==> src/rtl/debounce_pkg.sv <==
// Shared types and helpers for the debounce scheduler.
//   state_e  : scheduler state encoding (IDLE / COUNT)
//   rr_pick  : round-robin pick, first set request bit at or after a pointer
package debounce_pkg;

  // Widest channel vector the round-robin helper handles
  localparam int unsigned CH_MAX   = 16;
  localparam int unsigned CH_IDX_W = 4;

  typedef enum logic {
    IDLE  = 1'b0,
    COUNT = 1'b1
  } state_e;

  // First set bit of req[n-1:0] scanning upward from ptr, wrapping modulo n.
  // ptr must be below n; returns 0 when req is empty.
  function automatic int unsigned rr_pick(input logic [CH_MAX-1:0] req,
                                          input int unsigned       ptr,
                                          input int unsigned       n);
    int unsigned idx;
    logic        found;
    rr_pick = 0;
    found   = 1'b0;
    for (int unsigned i = 0; i < CH_MAX; i++) begin
      idx = ptr + i;
      if (idx >= n) idx = idx - n;
      if (!found && (i < n) && req[idx[CH_IDX_W-1:0]]) begin
        rr_pick = idx;
        found   = 1'b1;
      end
    end
  endfunction

endpackage

==> src/rtl/debounce_scheduler_if.sv <==
// Pin-side bundle of the debounce scheduler.
//   iSig    : raw asynchronous inputs          (master -> slave)
//   oSignal : debounced levels                 (slave -> master)
//   oL2H    : one-cycle rise pulse per channel (slave -> master)
//   oH2L    : one-cycle fall pulse per channel (slave -> master)
//   oBusy   : window counter granted           (slave -> master)
//   oChan   : granted channel, 0 when idle     (slave -> master)
interface debounce_scheduler_if #(
  parameter int unsigned CH_NUM = 4
) ();
  localparam int unsigned CHAN_W = (CH_NUM > 1) ? $clog2(CH_NUM) : 1;

  logic [CH_NUM-1:0] iSig;
  logic [CH_NUM-1:0] oSignal;
  logic [CH_NUM-1:0] oL2H;
  logic [CH_NUM-1:0] oH2L;
  logic              oBusy;
  logic [CHAN_W-1:0] oChan;

  modport master (
    output iSig,
    input  oSignal, oL2H, oH2L, oBusy, oChan
  );

  modport slave (
    input  iSig,
    output oSignal, oL2H, oH2L, oBusy, oChan
  );
endinterface

==> src/rtl/sig_sync_edge.sv <==
// Per-channel two-flop synchroniser plus delay flop for edge detection.
//   CLK      : system clock
//   RST_n    : async active-low reset
//   sig_i    : raw asynchronous input
//   sync_o   : synchronised level (second sync flop)
//   edge_o_c : combinational change flag, sync level differs from its delayed copy
module sig_sync_edge (
  input  logic CLK,
  input  logic RST_n,
  input  logic sig_i,
  output logic sync_o,
  output logic edge_o_c
);
  logic s1_q;
  logic s2_q;
  logic d_q;

  // Metastability chain followed by the edge-compare delay stage
  always_ff @(posedge CLK or negedge RST_n) begin
    if (!RST_n) begin
      s1_q <= 1'b0;
      s2_q <= 1'b0;
      d_q  <= 1'b0;
    end else begin
      s1_q <= sig_i;
      s2_q <= s1_q;
      d_q  <= s2_q;
    end
  end

  assign sync_o   = s2_q;
  assign edge_o_c = s2_q ^ d_q;
endmodule

==> src/rtl/debounce_scheduler.sv <==
// Multi-channel debouncer sharing one stability-window counter.
// Changed channels queue as pending; a round-robin scheduler grants the
// counter to one at a time and commits its level after FILTER_NUM stable
// cycles, pulsing oL2H/oH2L when the committed level changes.
//   CLK   : system clock, rising edge
//   RST_n : async active-low reset
//   bus   : debounce_scheduler_if.slave (iSig in; oSignal/oL2H/oH2L/oBusy/oChan out)
module debounce_scheduler
  import debounce_pkg::*;
#(
  parameter int unsigned CH_NUM     = 4,
  parameter int unsigned FILTER_NUM = 10,
  parameter int unsigned CNT_W      = 16
) (
  input logic                 CLK,
  input logic                 RST_n,
  debounce_scheduler_if.slave bus
);
  localparam int unsigned      CHAN_W   = (CH_NUM > 1) ? $clog2(CH_NUM) : 1;
  localparam logic [CNT_W-1:0] CNT_LAST = CNT_W'(FILTER_NUM - 1);
  localparam logic [CHAN_W-1:0] CH_LAST = CHAN_W'(CH_NUM - 1);

  logic [CH_NUM-1:0] s2_vec;
  logic [CH_NUM-1:0] edge_vec;
  logic [CHAN_W-1:0] pick_idx;

  state_e            state_q, state_d;
  logic [CHAN_W-1:0] chan_q,  chan_d;
  logic              level_q, level_d;
  logic [CNT_W-1:0]  cnt_q,   cnt_d;
  logic [CH_NUM-1:0] pend_q,  pend_d;
  logic [CHAN_W-1:0] rr_q,    rr_d;
  logic [CH_NUM-1:0] sig_q,   sig_d;
  logic [CH_NUM-1:0] l2h_q,   l2h_d;
  logic [CH_NUM-1:0] h2l_q,   h2l_d;

  // Per-channel synchroniser and edge detector
  for (genvar g = 0; g < CH_NUM; g++) begin : g_ch
    sig_sync_edge u_sync (
      .CLK      (CLK),
      .RST_n    (RST_n),
      .sig_i    (bus.iSig[g]),
      .sync_o   (s2_vec[g]),
      .edge_o_c (edge_vec[g])
    );
  end

  // Next channel to serve among the pending ones
  assign pick_idx = CHAN_W'(rr_pick(CH_MAX'(pend_q), 32'(rr_q), CH_NUM));

  // State and datapath registers
  always_ff @(posedge CLK or negedge RST_n) begin
    if (!RST_n) begin
      state_q <= IDLE;
      chan_q  <= '0;
      level_q <= 1'b0;
      cnt_q   <= '0;
      pend_q  <= '0;
      rr_q    <= '0;
      sig_q   <= '0;
      l2h_q   <= '0;
      h2l_q   <= '0;
    end else begin
      state_q <= state_d;
      chan_q  <= chan_d;
      level_q <= level_d;
      cnt_q   <= cnt_d;
      pend_q  <= pend_d;
      rr_q    <= rr_d;
      sig_q   <= sig_d;
      l2h_q   <= l2h_d;
      h2l_q   <= h2l_d;
    end
  end

  // Scheduler next-state, window counter and commit logic
  always_comb begin
    state_d = state_q;
    chan_d  = chan_q;
    level_d = level_q;
    cnt_d   = cnt_q;
    rr_d    = rr_q;
    sig_d   = sig_q;
    l2h_d   = '0;
    h2l_d   = '0;
    pend_d  = pend_q | edge_vec;

    unique case (state_q)
      IDLE: begin
        if (|pend_q) begin
          chan_d           = pick_idx;
          level_d          = s2_vec[pick_idx];
          cnt_d            = '0;
          pend_d[pick_idx] = 1'b0;
          state_d          = COUNT;
        end
      end

      COUNT: begin
        // The granted channel's own edges restart its window, never re-queue it
        pend_d[chan_q] = 1'b0;
        if (edge_vec[chan_q]) begin
          cnt_d   = '0;
          level_d = s2_vec[chan_q];
        end else if (cnt_q == CNT_LAST) begin
          sig_d[chan_q] = level_q;
          l2h_d[chan_q] = level_q & ~sig_q[chan_q];
          h2l_d[chan_q] = ~level_q & sig_q[chan_q];
          rr_d          = (chan_q == CH_LAST) ? '0 : chan_q + 1'b1;
          chan_d        = '0;
          cnt_d         = '0;
          state_d       = IDLE;
        end else begin
          cnt_d = cnt_q + 1'b1;
        end
      end

      default: state_d = IDLE;
    endcase
  end

  assign bus.oSignal = sig_q;
  assign bus.oL2H    = l2h_q;
  assign bus.oH2L    = h2l_q;
  assign bus.oBusy   = (state_q == COUNT);
  assign bus.oChan   = chan_q;
endmodule

==> src/flat_wrapper.sv <==
// flat-port wrapper written by rule: the top's interface ports become plain ports
module debounce_scheduler_flat import debounce_pkg::*;
#(
  parameter int unsigned CH_NUM     = 4,
  parameter int unsigned FILTER_NUM = 10,
  parameter int unsigned CNT_W      = 16
)
  (CLK, RST_n, bus_iSig, bus_oSignal, bus_oL2H, bus_oH2L, bus_oBusy, bus_oChan);
  debounce_scheduler_if #(.CH_NUM(CH_NUM)) bus_i ();
  input logic CLK;
  input logic RST_n;
  input wire logic [$bits(bus_i.iSig)-1:0] bus_iSig;
  output wire logic [$bits(bus_i.oSignal)-1:0] bus_oSignal;
  output wire logic [$bits(bus_i.oL2H)-1:0] bus_oL2H;
  output wire logic [$bits(bus_i.oH2L)-1:0] bus_oH2L;
  output wire logic [$bits(bus_i.oBusy)-1:0] bus_oBusy;
  output wire logic [$bits(bus_i.oChan)-1:0] bus_oChan;
  assign bus_i.iSig = bus_iSig;
  assign bus_oSignal = bus_i.oSignal;
  assign bus_oL2H = bus_i.oL2H;
  assign bus_oH2L = bus_i.oH2L;
  assign bus_oBusy = bus_i.oBusy;
  assign bus_oChan = bus_i.oChan;
  debounce_scheduler #(.CH_NUM(CH_NUM), .FILTER_NUM(FILTER_NUM), .CNT_W(CNT_W)) u_core (.CLK(CLK), .RST_n(RST_n), .bus(bus_i));
endmodule
==> config.mk <==
export PLATFORM = sky130hd
export DESIGN_NAME = debounce_scheduler_flat
export DESIGN_NICKNAME = d
export VERILOG_FILES = /design/src/rtl/debounce_pkg.sv /design/src/rtl/debounce_scheduler_if.sv /design/src/rtl/sig_sync_edge.sv /design/src/rtl/debounce_scheduler.sv /design/src/flat_wrapper.sv
export SDC_FILE = /design/constraint.sdc
export NUM_CORES = 1
export LEC_CHECK = 0
export ABC_AREA = 0
export ABC_CLOCK_PERIOD_IN_PS = 4200
export CORE_MARGIN = 8
export CORE_UTILIZATION = 60
export CTS_CLUSTER_DIAMETER = 100
export CTS_CLUSTER_SIZE = 30
export DETAILED_ROUTE_END_ITERATION = 8
export PLACE_DENSITY = 0.88
export SYNTH_ARGS = -nofsm -noshare
export SYNTH_HDL_FRONTEND = slang
export SYNTH_HIERARCHICAL = 1
export SYNTH_SLANG_ARGS = --single-unit
export TNS_END_PERCENT = 30
==> constraint.sdc <==
create_clock -name CLK -period 4.2 [get_ports CLK]
set_input_delay 1.26 -clock CLK [delete_from_list [all_inputs] [get_ports CLK]]
set_output_delay 1.26 -clock CLK [all_outputs]
set_load 0.02 [all_outputs]
### Word level (Yosys, flattened, before mapping)

Cells that the tools add are included.

* output and inout port bits: 15
* bits in registers: 50
* word-level logic and storage cells: 133
* input port bits: 6

* reductions and logical operators: 12
* bitwise operators: 17
* eq/ne operators: 6
* muxes and demuxes: 56
* $lt $le $gt $ge: 12
* $add $sub $neg: 9

Operators by type and width (count)
* 32-bit by 3-bit greater-or-equal comparator with 1-bit output, second input constant: 3
* 16-bit two-way mux: 3
* 4-bit two-way mux: 11
* 16-bit case mux with 2 select lines: 1
* 4-bit by 5-bit < comparator with 1-bit output, second input constant: 4
* 1-bit two-way mux: 18
* 16-bit by 1-bit adder with 16-bit output, second input constant: 1
* 4-bit bitwise AND: 4
* 1-bit binary-select mux with 4-bit select: 4
* 16-bit by 4-bit == test with 1-bit output, second input constant: 1
* 2-bit two-way mux: 8
* 3-bit by 3-bit subtractor with 4-bit output, second input constant: 3
* 1-bit binary-select mux with 2-bit select: 4
* 4-bit inverter: 2
* 4-bit case mux with 2 select lines: 1
* 2-bit by 2-bit adder with 3-bit output, second input constant: 2
* 2-bit by 3-bit < comparator with 1-bit output, second input constant: 2
* 2-bit != test, second input constant: 3
* 3-bit AND reduction: 2
* 1-bit logical AND: 5
* 4-bit bitwise mux: 1
* 1-bit demux with 2-bit select: 2
* 2-bit by 1-bit greater-or-equal comparator with 1-bit output, second input constant: 2
* 1-bit inverter: 4
* other kinds (14): 21

### Depth between registers and ports, before layout

Gate-level depths: netlist of run 1.

* depth after elaboration: 22
* mapped depth: 10
* mapped depth without buffers: 9

### Hierarchy

Netlist of run 1, hierarchy kept.

By module, submodules not included
* debounce_scheduler: area each 2118.3 um2, instances 1, seq. area each 950.9 um2, cells an instance 204
* sig_sync_edge: area each 83.8 um2, instances 4, seq. area each 75.1 um2, cells an instance 4

### Worst setup path before layout of run 1

OpenSTA, ideal clock, no wires.

* kind: flip-flop to flip-flop
* from: register u_core.rr_q[0]
* to: register u_core.level_q
* path buffers: 1
* setup slack: 1.836 ns
* clock period less this slack: 2.364 ns
* data required time: 4.127 ns
* arrival time: 2.291 ns
* stages on the path, launching flop included: 10
* setup time: 0.073 ns
* cell sequence: dfrtp_1 buf_6 inv_1 ha_1 or3_4 o2111a_2 o31ai_4 mux2i_1 mux2_2 a21oi_2

* longest elaborated chain between the ends: 18
* elaborated cells between the ends (all ways): 40
* classes of those cells: add/sub (7); order compare (4); mux (23); reduce/logical (6)

RTL lines
* start, declared: line debounce_scheduler.sv:32 `logic [CHAN_W-1:0] rr_q, rr_d;`
* start signal, assigned: line debounce_scheduler.sv:69 `rr_q <= rr_d;`
* parallel branches: the longest is 13 deep, another holds 32-bit by 3-bit greater-or-equal comparator with 1-bit output
* 2-bit two-way mux (*): line debounce_pkg.sv:27 `if (!found && (i < n) && req[idx[CH_IDX_W-1:0]]) begin`
* 1-bit binary-select mux with 2-bit select (*): line debounce_scheduler.sv:92 `level_d = s2_vec[pick_idx];`
* 1-bit two-way mux (not written as such) (*): line debounce_scheduler.sv:92
* 1-bit two-way mux (*): line debounce_scheduler.sv:90 `if (|pend_q) begin`
* 1-bit case mux with 2 select lines (*): line debounce_scheduler.sv:88 `unique case (state_q)`
* end signal, assigned: line debounce_scheduler.sv:66 `level_q <= level_d;`
* end, declared: line debounce_scheduler.sv:29 `logic level_q, level_d;`

Every way passes the cells marked *. The select of a mux whose other input is x is not followed.
A chain may end at the register's enable or synchronous reset.

### Final worst setup path of run 1

* from: register u_core.chan_q[0] (netlist: u_core/bus.oChan[0])
* to: output port bus_oChan[0]

RTL lines
* start, declared: line debounce_scheduler.sv:28 `logic [CHAN_W-1:0] chan_q, chan_d;`
* start signal, assigned: line debounce_scheduler.sv:65 `chan_q <= chan_d;`
* end, declared: line flat_wrapper.sv:17 `output wire logic [$bits(bus_i.oChan)-1:0] bus_oChan;`

No word-level cell between the ends.

==> metrics, run 1 <==
outcome completed; synthesized flop and latch total 50; final clock skew 8.493 ps; Die Area 0.006391 sq mm; Max-Slew Margin vs Limit 0.2865; Core Region 0.003971 sq mm; post-layout min period 2807 ps; compound-gate portion of the synthesized area 0.09077; Synth Area in Simple Gates 0.1673; Critical Path Start Type flip-flop; Detailed Route WL 4791 um; Buf+Inv Stages, Crit Path 1; starting density of the core 0.6178; Slew Limit Fails 0; Mean Syn Cell Area 11.15 sq um; GPL Wtd Cong 0.8498; Clock Latency Late Sink 300 ps; reported max-cap violation count 0; vias in the first global route 1709; mapped cell area 0.002454 sq mm; WL per Instance 16.24 um; Tcrit/Tclk final 0.6683; post-synthesis async set-or-reset flop share 1.000; cell family with most CP delay buffers and inverters; Post-CTS Setup Inserts 0; n_diodes 0; CTS Buffer Depth 2; IO Pins 21; crit path kind flip-flop to primary output; Reg clk slew, reported paths 90 ps; remaining antenna violation count 0; Worst Hold Class flip-flop to flip-flop; Layout area overhead 13.41%; Pwr Density 368.6 mW/mm^2; Net Count, Synth 236; RSZ-0062 raised after global routing false; first-pass GRT wire length 7797 um; Overflow after GRT 0; setup ws final 1393 ps; mux contribution to synthesized area 0.1096; post-CTS sizing 0; Syn. warnings 6; number of H-tree levels 2; Setup TNS 0 ps; crit path cell chain clkdlybuf4s50_1; CP required 2940 ps; P_leak 1.184 nW; CP endpoint kind primary output; die height 79.95 um; Worst-Margin Slew 1070 ps; nets 260; Crit-path slowest cell clkdlybuf4s50_1; Seq/Total Area, Yosys 0.5099; Final HPWL DP 3483 um; Worst path max stage delay 680 ps; number of enable flip-flop cells after synthesis 0; Final setup viols 0; Iteration-0 DRC Markers 113; DRC 0; TritonCTS clock tree yes; Core Rows 23; largest net degree at the start of global routing 51; share of cells above drive strength 1 0.09796; endpoints failing hold 0; CTS Buf Count 5; initial antenna violation count 0; TritonCTS Sinks 50; CTS root buffer clkbuf_8; WP data arrival 1550 ps; XOR/XNOR share of the synthesized area 0.04997; GRT Total Usage 0.1546; PortBufs 20; Cells after Synth 220; count of cell types in the netlist 42; via/cell ratio 5.997; fraction of the mapped netlist area in adder cells 0.05099; die width 79.95 um; critical path fanouts, max 8; pre-CTS WS 1513 ps; Pre-antenna DRT Iters 5; main combinational cell family by area after synthesis simple AND/OR/NAND/NOR gates; Max VDD drop 0.2529 mV; Main synth FF type dfrtp_1; CTS Hold Bufs 0; vias 1769; FMAX 0.3563 GHz
[through the flow]
step                      cell area (sq um)  cells    util  power [mW]  hold slack, ps
after floorplan                        2454    220       -      0.6971           331.2
after global placement                 2693    287  0.6780      0.7423           333.9
after detailed placement               2693    287  0.6780      0.7534           337.2
after CTS                              2783    295  0.7007       1.035           358.4
after global routing                   2783    295  0.7007       1.078           365.0
final                                  2783    295  0.7007       1.026           354.4
[cell families (layout without fill, tap and decap cells)]
family,count (synthesis),in the layout
adders and majority gates,10,10
AOI/OAI and AO/OA,31,31
buffers and inverters,12,37
xor gates and xnor gates,14,14
and+or+nand+nor,84,84
muxes,19,19
DFF,50,50
[cell usage after synthesis (2+ instances only)]
| cell type | count | share of area |
|---|---|---|
| a21oi_1 | 5 | 0.010 |
| and3_1 | 4 | 0.010 |
| clkbuf_1 | 2 | 0.0031 |
| dfrtp_1 | 50 | 0.51 |
| ha_1 | 10 | 0.051 |
| inv_1 | 9 | 0.014 |
| mux2_1 | 4 | 0.018 |
| mux2_2 | 5 | 0.023 |
| mux2i_1 | 4 | 0.016 |
| mux4_2 | 5 | 0.046 |
| nand2_1 | 19 | 0.029 |
| nand2b_1 | 4 | 0.010 |
| nand3_1 | 6 | 0.012 |
| nand4_1 | 5 | 0.013 |
| nor2_1 | 24 | 0.037 |
| nor2b_1 | 2 | 0.0051 |
| nor3_1 | 8 | 0.016 |
| nor4_1 | 4 | 0.010 |
| o21ai_0 | 10 | 0.020 |
| o221a_1 | 2 | 0.0092 |
| o22ai_1 | 2 | 0.0051 |
| o31ai_1 | 4 | 0.012 |
| xnor2_1 | 6 | 0.021 |
| xor2_1 | 8 | 0.029 |
[power by group]
group / internal (mW) / switching [mW]
sequential: 0.507 / 0.0443
clock: 0.121 / 0.159
combinational: 0.0906 / 0.104
total: 0.719 / 0.307
[layer usage]
metal / track usage / part of all wire / vias to the layer above
li1: - / - / 832
met1: 0.1821 / 0.43 / 871
met2: 0.2635 / 0.51 / 59
met3: 0.04054 / 0.054 / 7
met4: 0.05636 / 0.0077 / 0
met5: 0 / 0 / -
[registers in the layout, summed over array words and instances (netlist names)]
| register | flops |
|---|---|
| u_core/bus.oBusy | 1 |
| u_core/bus.oChan | 2 |
| u_core/bus.oH2L | 4 |
| u_core/bus.oL2H | 4 |
| u_core/bus.oSignal | 4 |
| u_core/cnt_q | 16 |
| u_core/g_ch.u_sync/d_q | 4 |
| u_core/g_ch.u_sync/s1_q | 4 |
| u_core/g_ch.u_sync/sync_o | 4 |
| u_core/level_q | 1 |
| u_core/pend_q | 4 |
| u_core/rr_q | 2 |
[cell usage in the layout, fill, tap and decap left out, drive strengths merged, types with 4 or more instances in the layout]
cell type,count
nand2,19
clkbuf,6
and3,4
ha,10
clkdlybuf4s50,19
nor3,8
a21oi,6
nand2b,4
inv,10
mux2,10
xnor2,6
dfrtp,50
nor4,4
xor2,8
mux4,5
nand3,6
o31ai,5
nand4,5
o21ai,10
nor2,25
mux2i,4
[layout make-up]
| type | count | area, sq um |
|---|---|---|
| Clock buffer | 6 | 72.57 |
| Inverter | 9 | 33.78 |
| Fill cell | 295 | 1189 |
| Clock inverter | 2 | 17.52 |
| Tap cell | 50 | 62.56 |
| Sequential cell | 50 | 1251 |
| Multi-Input combinational cell | 158 | 1150 |
| Timing Repair Buffer | 20 | 195.2 |
[path summary, 6_finish.rpt]
| kind | start | endpoint | slack, ps | depth (start not counted) |
|---|---|---|---|---|
| worst max-delay path | u_core/bus.oChan[0]$_DFFE_PN0P_ | bus_oChan[0] | 1390 | 1 |
| worst min-delay path | u_core/g_ch[0].u_sync/s1_q$_DFF_PN0_ | u_core/g_ch[0].u_sync/sync_o$_DFF_PN0_ | 350 | 0 |
| worst max register to register | u_core/rr_q[0]$_DFFE_PN0P_ | u_core/level_q$_DFFE_PN0P_ | 1500 | 8 |
| worst min register to register | u_core/g_ch[0].u_sync/s1_q$_DFF_PN0_ | u_core/g_ch[0].u_sync/sync_o$_DFF_PN0_ | 350 | 0 |
| max in group asynchronous | RST_n | u_core/cnt_q[6]$_DFFE_PN0P_ | 2400 | 1 |
| min in group asynchronous | RST_n | u_core/bus.oH2L[2]$_DFF_PN0_ | 1140 | 1 |
Note: power is estimated with default switching activity, not from simulation.
==> run 2, diff against run 1 <==
--- a/config.mk
+++ b/config.mk
@@ -6,13 +6,13 @@
 export NUM_CORES = 1
 export LEC_CHECK = 0
 export ABC_AREA = 0
-export ABC_CLOCK_PERIOD_IN_PS = 4200
+export ABC_CLOCK_PERIOD_IN_PS = 2400
 export CORE_MARGIN = 8
-export CORE_UTILIZATION = 60
+export CORE_UTILIZATION = 51
 export CTS_CLUSTER_DIAMETER = 100
 export CTS_CLUSTER_SIZE = 30
 export DETAILED_ROUTE_END_ITERATION = 8
-export PLACE_DENSITY = 0.88
+export PLACE_DENSITY = 0.8
 export SYNTH_ARGS = -nofsm -noshare
 export SYNTH_HDL_FRONTEND = slang
 export SYNTH_HIERARCHICAL = 1
==> constraint.sdc (replaced) <==
create_clock -name CLK -period 2.4 [get_ports CLK]
set_input_delay 0.72 -clock CLK [delete_from_list [all_inputs] [get_ports CLK]]
set_output_delay 0.72 -clock CLK [all_outputs]
set_load 0.02 [all_outputs]
==> metrics, run 2 (synthesis results as in run 1) <==
Slew Limit Fails 0; Biggest register u_core/cnt_q; die width 85.36 um; Core Region 0.004692 sq mm; CTS Buffer Depth 2; initial antenna violation count 0; Overflow after GRT 0; TritonCTS Sinks 50; remaining antenna violation count 0; PortBufs 20; CTS root buffer clkbuf_8; Worst Hold Class input port to asynchronous set/reset pin; Final HPWL DP 3617 um; WL per Instance 16.20 um; CTS Buf Count 5; share of cells above drive strength 1 0.1808; Worst-Margin Slew 559.2 ps; Tcrit/Tclk final 0.9887; largest net degree at the start of global routing 19; Max VDD drop 0.3816 mV; CP endpoint kind flip-flop; post-layout min period 2373 ps; number of H-tree levels 2; DRC 0; Min Hold Slack 339.8 ps; crit path kind flip-flop to flip-flop; nets 275; Die Area 0.007286 sq mm; CTS Hold Bufs 0; reported max-cap violation count 0; GRT Total Usage 0.1455; max FFs per register 16; CP required 2630 ps; endpoints failing hold 0; Worst path max stage delay 570 ps; TritonCTS clock tree yes; cell family with most CP delay multiplexers; outcome completed; Max-Slew Margin vs Limit 0.6258; crit path cell chain buf_4 > mux4_2 > nor4_1 > o21ai_0 > a22o_2 > mux2_4 > a21oi_2; FMAX 0.4215 GHz; P_leak 1.271 nW; critical path fanouts, max 6; commonest non-fill, non-tap cell in the layout dfrtp_1; most frequent cells in the layout dfrtp_1 (50), nor2_1 (24), clkdlybuf4s50_1 (19), nand2_1 (19), buf_4 (14); IO Pins 21; Detailed Route WL 5087 um; total power 1.969 mW; fin util 0.6333; Pwr Density 662.7 mW/mm^2; Final setup viols 0; WP data arrival 2600 ps; n_diodes 0; die height 85.36 um; Critical Path Start Type flip-flop; Setup TNS 0 ps; Iteration-0 DRC Markers 108; # fillers 372; final clock skew 2.105 ps; Crit-path slowest cell mux4_2; first-pass GRT wire length 8445 um; Layout area overhead 21.11%; vias in the first global route 1781; Pre-antenna DRT Iters 4; Clock Latency Late Sink 300 ps; Buf+Inv Stages, Crit Path 1; starting density of the core 0.5229; Reg clk slew, reported paths 80 ps; vias 1841; via/cell ratio 5.863; Core Rows 25; GPL Wtd Cong 0.9707
-- run 2: final timing paths --
kind	cells after the start	end	startpoint	slack (ps)
worst max-delay path	7	u_core/level_q$_DFFE_PN0P_	u_core/rr_q[0]$_DFFE_PN0P_	30
worst min-delay path	1	u_core/pend_q[0]$_DFF_PN0_	RST_n	340
worst max register to register	7	u_core/level_q$_DFFE_PN0P_	u_core/rr_q[0]$_DFFE_PN0P_	30
worst min register to register	0	u_core/g_ch[2].u_sync/sync_o$_DFF_PN0_	u_core/g_ch[2].u_sync/s1_q$_DFF_PN0_	350
max in group asynchronous	2	u_core/g_ch[3].u_sync/s1_q$_DFF_PN0_	RST_n	1500
min in group CLK	0	u_core/g_ch[2].u_sync/sync_o$_DFF_PN0_	u_core/g_ch[2].u_sync/s1_q$_DFF_PN0_	350
-- run 2: layer usage --
layer,global-route usage,routed length [um],up-vias
li1,-,-,861
met4,0.05255,78,0
met5,0,0,-
met3,0.03861,379,8
met2,0.2280,2370,72
met1,0.1886,2257,900
-- run 2: what timing repair did --
action | CTS | global route
pin swaps | 1 | 3
cloned | 0 | 0
endpoints found under the setup margin | 1 | 6
setup buffers | 1 | 3
gates resized for setup | 0 | 12
-- run 2: report_power, final --
| part | switching [mW] | total [mW] | leakage, nW | internal [mW] |
|---|---|---|---|---|
| Clock | 0.263 | 0.574 | 0.0514 | 0.311 |
| Combinational | 0.227 | 0.443 | 0.574 | 0.216 |
| Sequential | 0.0644 | 0.952 | 0.646 | 0.887 |
-- run 2: metrics by stage --
stage	cells	instance area (sq um)	setup slack [ps]
6_report	314	2972	27.24
4_1_cts	311	2898	13.44
5_1_grt	314	2972	-92.29
3_3_place_gp	302	2780	110.5
3_5_place_dp	302	2780	23.00
2_1_floorplan	220	2454	35.83
-- run 2: area by class of cell --
cell class	instances	area, sq um	area share
timing repair buffer	35	311.5	0.1048
tap	54	67.56	0.02274
sequential	50	1251	0.4211
clock buffer	6	72.57	0.02442
clock inverter	2	37.54	0.01263
multi-input combinational	158	1197	0.4029
inverter	9	33.78	0.01137
==> run 3, diff against run 2 <==
--- a/config.mk
+++ b/config.mk
@@ -8,11 +8,11 @@
 export ABC_AREA = 0
 export ABC_CLOCK_PERIOD_IN_PS = 2400
 export CORE_MARGIN = 8
-export CORE_UTILIZATION = 51
+export CORE_UTILIZATION = 40
 export CTS_CLUSTER_DIAMETER = 100
 export CTS_CLUSTER_SIZE = 30
 export DETAILED_ROUTE_END_ITERATION = 8
-export PLACE_DENSITY = 0.8
+export PLACE_DENSITY = 0.67
 export SYNTH_ARGS = -nofsm -noshare
 export SYNTH_HDL_FRONTEND = slang
 export SYNTH_HIERARCHICAL = 1
==> metrics, run 3 (synthesis results as in run 1) <==
IO Pins 21; Comb pwr share 0.206; starting density of the core 0.4144; fin util 0.5027; RSZ-0062 raised after global routing true; share of cells above drive strength 1 0.1719; initial antenna violation count 0; nets 272; Core Region 0.005921 sq mm; remaining antenna violation count 0; GPL Wtd Cong 0.8333; crit path cell chain ha_2 > nor2b_2 > or3_4 > o2111a_2 > o31ai_4 > mux2i_1 > mux2_4 > a21oi_2; final clock skew 6.772 ps; P_leak 1.261 nW; vias in the first global route 1736; switching portion of total power 0.2731; cell family with most CP delay simple AND/OR/NAND/NOR gates; first-pass GRT wire length 8162 um; flop2flop setup slack 90 ps; WL per Instance 14.54 um; Layout area overhead 21.32%; number of H-tree levels 2; CTS Buffer Depth 2; PortBufs 20; Die Area 0.008896 sq mm; CTS Hold Bufs 0; vias 1755; crit path kind flip-flop to flip-flop; worst hold path cell count 0; Final setup viols 0; critical hold path startpoint u_core/g_ch[0].u_sync/s1_q$_DFF_PN0_; GRT Total Usage 0.1141; Worst Hold Class flip-flop to flip-flop; outcome completed; reg2reg end u_core/level_q$_DFFE_PN0P_; Worst path max stage delay 450 ps; CP required 2580 ps; TritonCTS Sinks 50; Final HPWL DP 3505 um; met2 wire length 2324 um; Slew Limit Fails 0; non-filler instance count after layout 331; register share of total power 0.489; TritonCTS clock tree yes; Setup TNS 0 ps; Pre-antenna DRT Iters 4; Reg clk slew, reported paths 90 ps; Core Rows 28; reported max-cap violation count 0; Biggest register u_core/cnt_q; Buf+Inv Stages, Crit Path 0; Critical Path Start Type flip-flop; CP endpoint kind flip-flop; commonest non-fill, non-tap cell in the layout dfrtp_1; n_diodes 0; hold worst-path end u_core/g_ch[0].u_sync/sync_o$_DFF_PN0_; largest net degree at the start of global routing 51; Max-Slew Margin vs Limit 0.6704; CTS Buf Count 5; Net Switching 0.5331 mW; Pwr Density 655.9 mW/mm^2; # fillers 535; Iteration-0 DRC Markers 75; max FFs per register 16; DRT met1 WL 2261 um; clock share of power 0.306; Inst Count DP 323; FMAX 0.4320 GHz; post-layout min period 2315 ps; Max VDD drop 0.3359 mV; Worst-Margin Slew 492.6 ps; Crit-path slowest cell dfrtp_2; WP data arrival 2490 ps; instance count on the critical path 8; critical path fanouts, max 5; Tcrit/Tclk final 0.9645; metal3 WL 180 um; Clock Latency Late Sink 300 ps; die height 94.32 um; total power 1.952 mW; DRC 0; endpoints failing hold 0; CTS root buffer clkbuf_8; uppermost routed layer met4; internal power consumption 1.419 mW; most frequent cells in the layout dfrtp_1 (48), nor2_1 (24), clkdlybuf4s50_1 (19), nand2_1 (19), o21ai_0 (10); die width 94.32 um; R2R Path Start u_core/rr_q[1]$_DFFE_PN0P_; Reg2Reg Depth 8; Overflow after GRT 0; Detailed Route WL 4813 um; via/cell ratio 5.302
[run 3: worst max path at each step]
| stage | slack (ps) | start | to |
|---|---|---|---|
| final | 90 | u_core/rr_q[1]$_DFFE_PN0P_ | u_core/level_q$_DFFE_PN0P_ |
| after global routing | -10 | u_core/rr_q[1]$_DFFE_PN0P_ | u_core/level_q$_DFFE_PN0P_ |
| after CTS | 20 | u_core/rr_q[1]$_DFFE_PN0P_ | u_core/level_q$_DFFE_PN0P_ |
| after detailed placement | 40 | u_core/rr_q[1]$_DFFE_PN0P_ | u_core/level_q$_DFFE_PN0P_ |
| after global placement | 140 | u_core/rr_q[1]$_DFFE_PN0P_ | u_core/level_q$_DFFE_PN0P_ |
| after floorplan | 40 | u_core/rr_q[0]$_DFFE_PN0P_ | u_core/level_q$_DFFE_PN0P_ |
[run 3: what timing repair did]
item,4_1_cts,5_1_grt
gates resized for setup,0,11
setup endpoints to repair,0,2
buffers inserted,0,1
[run 3: cell type report]
class                           count  area (sq um)  share of cell area
Inverter                            9         33.78             0.01135
Timing Repair Buffer               32         305.3              0.1026
Sequential cell                    50          1254              0.4212
Multi-Input combinational cell    158          1177              0.3955
Clock inverter                      1         30.03             0.01009
Clock buffer                        6         82.58             0.02774
Tap cell                           75         93.84             0.03153
[run 3: power by group through the flow]
| stage | clock [mW] | sequential, mW | combinational [mW] |
|---|---|---|---|
| after global placement | 0 | 0.966 | 0.377 |
| after floorplan | 0 | 0.957 | 0.263 |
| after global routing | 0.643 | 0.962 | 0.447 |
| final | 0.597 | 0.954 | 0.401 |
| after detailed placement | 0 | 0.967 | 0.386 |
| after CTS | 0.614 | 0.950 | 0.387 |
[run 3: stage by stage]
stage          cell area, sq um  hold WS [ps]  setup slack (ps)
4_1_cts                    2932         355.1             15.86
2_1_floorplan              2454         331.2             35.83
3_5_place_dp               2819         335.6             39.51
6_report                   2977         350.8             85.08
3_3_place_gp               2819         334.2             141.0
5_1_grt                    2977         377.2            -14.53
[run 3: layer usage]
layer  vias up  track usage
li1        858            -
met3         6      0.02718
met4         0      0.03831
met1       861       0.1428
met5         -            0
met2        30       0.1883
==> RTL change: new RTL, config.mk and constraints of run 3 <==
`CNT_W` is set to 16 in 2 places; all go to 18.
--- a/src/rtl/debounce_scheduler.sv
+++ b/src/rtl/debounce_scheduler.sv
@@ -12,3 +12,3 @@
   parameter int unsigned FILTER_NUM = 10,
-  parameter int unsigned CNT_W      = 16
+  parameter int unsigned CNT_W      = 18
 ) (
--- a/src/flat_wrapper.sv
+++ b/src/flat_wrapper.sv
@@ -5,3 +5,3 @@
   parameter int unsigned FILTER_NUM = 10,
-  parameter int unsigned CNT_W      = 16
+  parameter int unsigned CNT_W      = 18
 )
Function: no difference found for any inputs over 10 cycles, from zero or initial values and one cycle with RST_n low; that may be too few to reach the edited logic, so the function may still have changed.
==> RTL change against run 3 <==
The run now ends with setup timing left. Non-clock buffer count increased by 8. Count of clock-buffer cells in the layout is 1 higher. Synthesized cell count up 6.8%. Cell area up 6.5%. Worst setup slack got worse by 0.091 ns. Routed wire length is 11% higher. Synthesized area up 5.5%. Sequential cell count increased by 2. Global-route usage is 0.50 points higher.
Power is not compared: it rests on default switching activity, and its combinational part moved more than twofold at a synthesized area within 25%.
==> RTL change: results (changes against run 3) <==
[setup_path]
worstPathArrival_ns=2.60  ; was 2.49 ns
critical-path-top-delay-family=compound AO/OA/AOI/OAI gates  ; was simple AND/OR/NAND/NOR gates
reg2reg_slack_ns=-0.005  ; was 0.09 ns
worst_r2r_path_depth=9  ; was 8

[placed_design]
place_ws_ns=-0.0270  ; was 0.0395 ns
place_area_um2=2980  ; was 2820 um^2
place.gp.congestion=0.843  ; was 0.833
dp_hpwl_um=3790  ; was 3510 um

[sta]
finalSetupViolCount=1  ; was 0
whs_ns=0.353  ; was 0.351 ns
relSlewSlack=0.696  ; was 0.670
finalWorstSetupSlack_ns=-0.00546  ; was 0.0851 ns

[detailed_routing]
wirelength_um=5340  ; was 4810 um
wl_per_cell_um=15.1  ; was 14.5 um
drt_iter0_drc=118  ; was 75
num_vias=1874  ; was 1755

[run_status]
outcome=complete, but fails checks  ; was finished clean
violations=setup timing

[logic_synthesis]
netlist_top_cells_area=dfrtp_1, ha_1, xor2_1  ; was dfrtp_1, ha_1, mux4_2
synth_cell_types=44  ; was 42
yosysSeqAreaShare=0.503  ; was 0.510
synth_nets=251  ; was 236
synthTopCellsByCount=dfrtp_1, nor2_1, nand2_1, xor2_1  ; was dfrtp_1, nor2_1, nand2_1, ha_1, o21ai_0

[hold_path]
holdCritStartpoint=u_core/g_ch[2].u_sync/s1_q$_DFF_PN0_  ; was u_core/g_ch[0].u_sync/s1_q$_DFF_PN0_
whs_endpoint=u_core/g_ch[2].u_sync/sync_o$_DFF_PN0_  ; was u_core/g_ch[0].u_sync/sync_o$_DFF_PN0_

[cells_and_area]
seqCellArea_um2=1300  ; was 1250 um^2
nets=292  ; was 272
fill_cells=589  ; was 535
drive_above_1_share=0.210  ; was 0.172

[grt]
grt_max_degree=34  ; was 51

[RTL change: cell types whose count changed in the layout (fill, tap and decap cells not counted), sizes merged, moves of 3 or more]
| cell | run 3 | this run |
|---|---|---|
| xor2 | 8 | 13 |
| nand2 | 19 | 24 |
| and3 | 4 | 7 |
| xnor2 | 6 | 2 |
| o31ai | 5 | 2 |
| buf | 13 | 21 |
| mux2 | 10 | 7 |
[RTL change: repair_timing]
action                                  4_1_cts  5_1_grt
resized for setup                             2       14
endpoints found under the hold margin         0        0
pin swaps                                     0        8
buffers inserted                              0        5
endpoints found under the setup margin        1        6
[RTL change: cell type report]
type | count | share of cell area
clock buffer | 7 | 0.0304
inverter | 7 | 0.00829
multi-input combinational | 170 | 0.404
sequential | 52 | 0.411
tap | 77 | 0.0304
timing repair buffer | 40 | 0.115
[RTL change: cell families (layout without fill, tap and decap cells)]
group	count (synthesis)	after routing	synth area share
flops	52	52	0.503
simple gates	95	95	0.181
mux	17	17	0.0957
xor+xnor	15	15	0.0508
buf+inv	13	54	0.0285
fa+ha+maj	10	10	0.0484
compound gates	33	33	0.0928
[RTL change: routing by layer]
layer | share of wire | vias up | wire length (um) | GRT usage
met2 | 0.46 | 38 | 2430 | 0.182
li1 | - | 917 | - | -
met4 | 0.0051 | 0 | 27 | 0.0328
met3 | 0.059 | 4 | 313 | 0.0363
met5 | 0 | - | 0 | 0
met1 | 0.48 | 915 | 2560 | 0.160
[RTL change: power by group through the flow]
stage,Combinational (uW),Sequential (uW),Clock (uW)
after global routing,1120,1100,588
after global placement,919,1090,0
after CTS,944,1080,544
final,1030,1090,527
after detailed placement,938,1100,0
after floorplan,621,1090,0
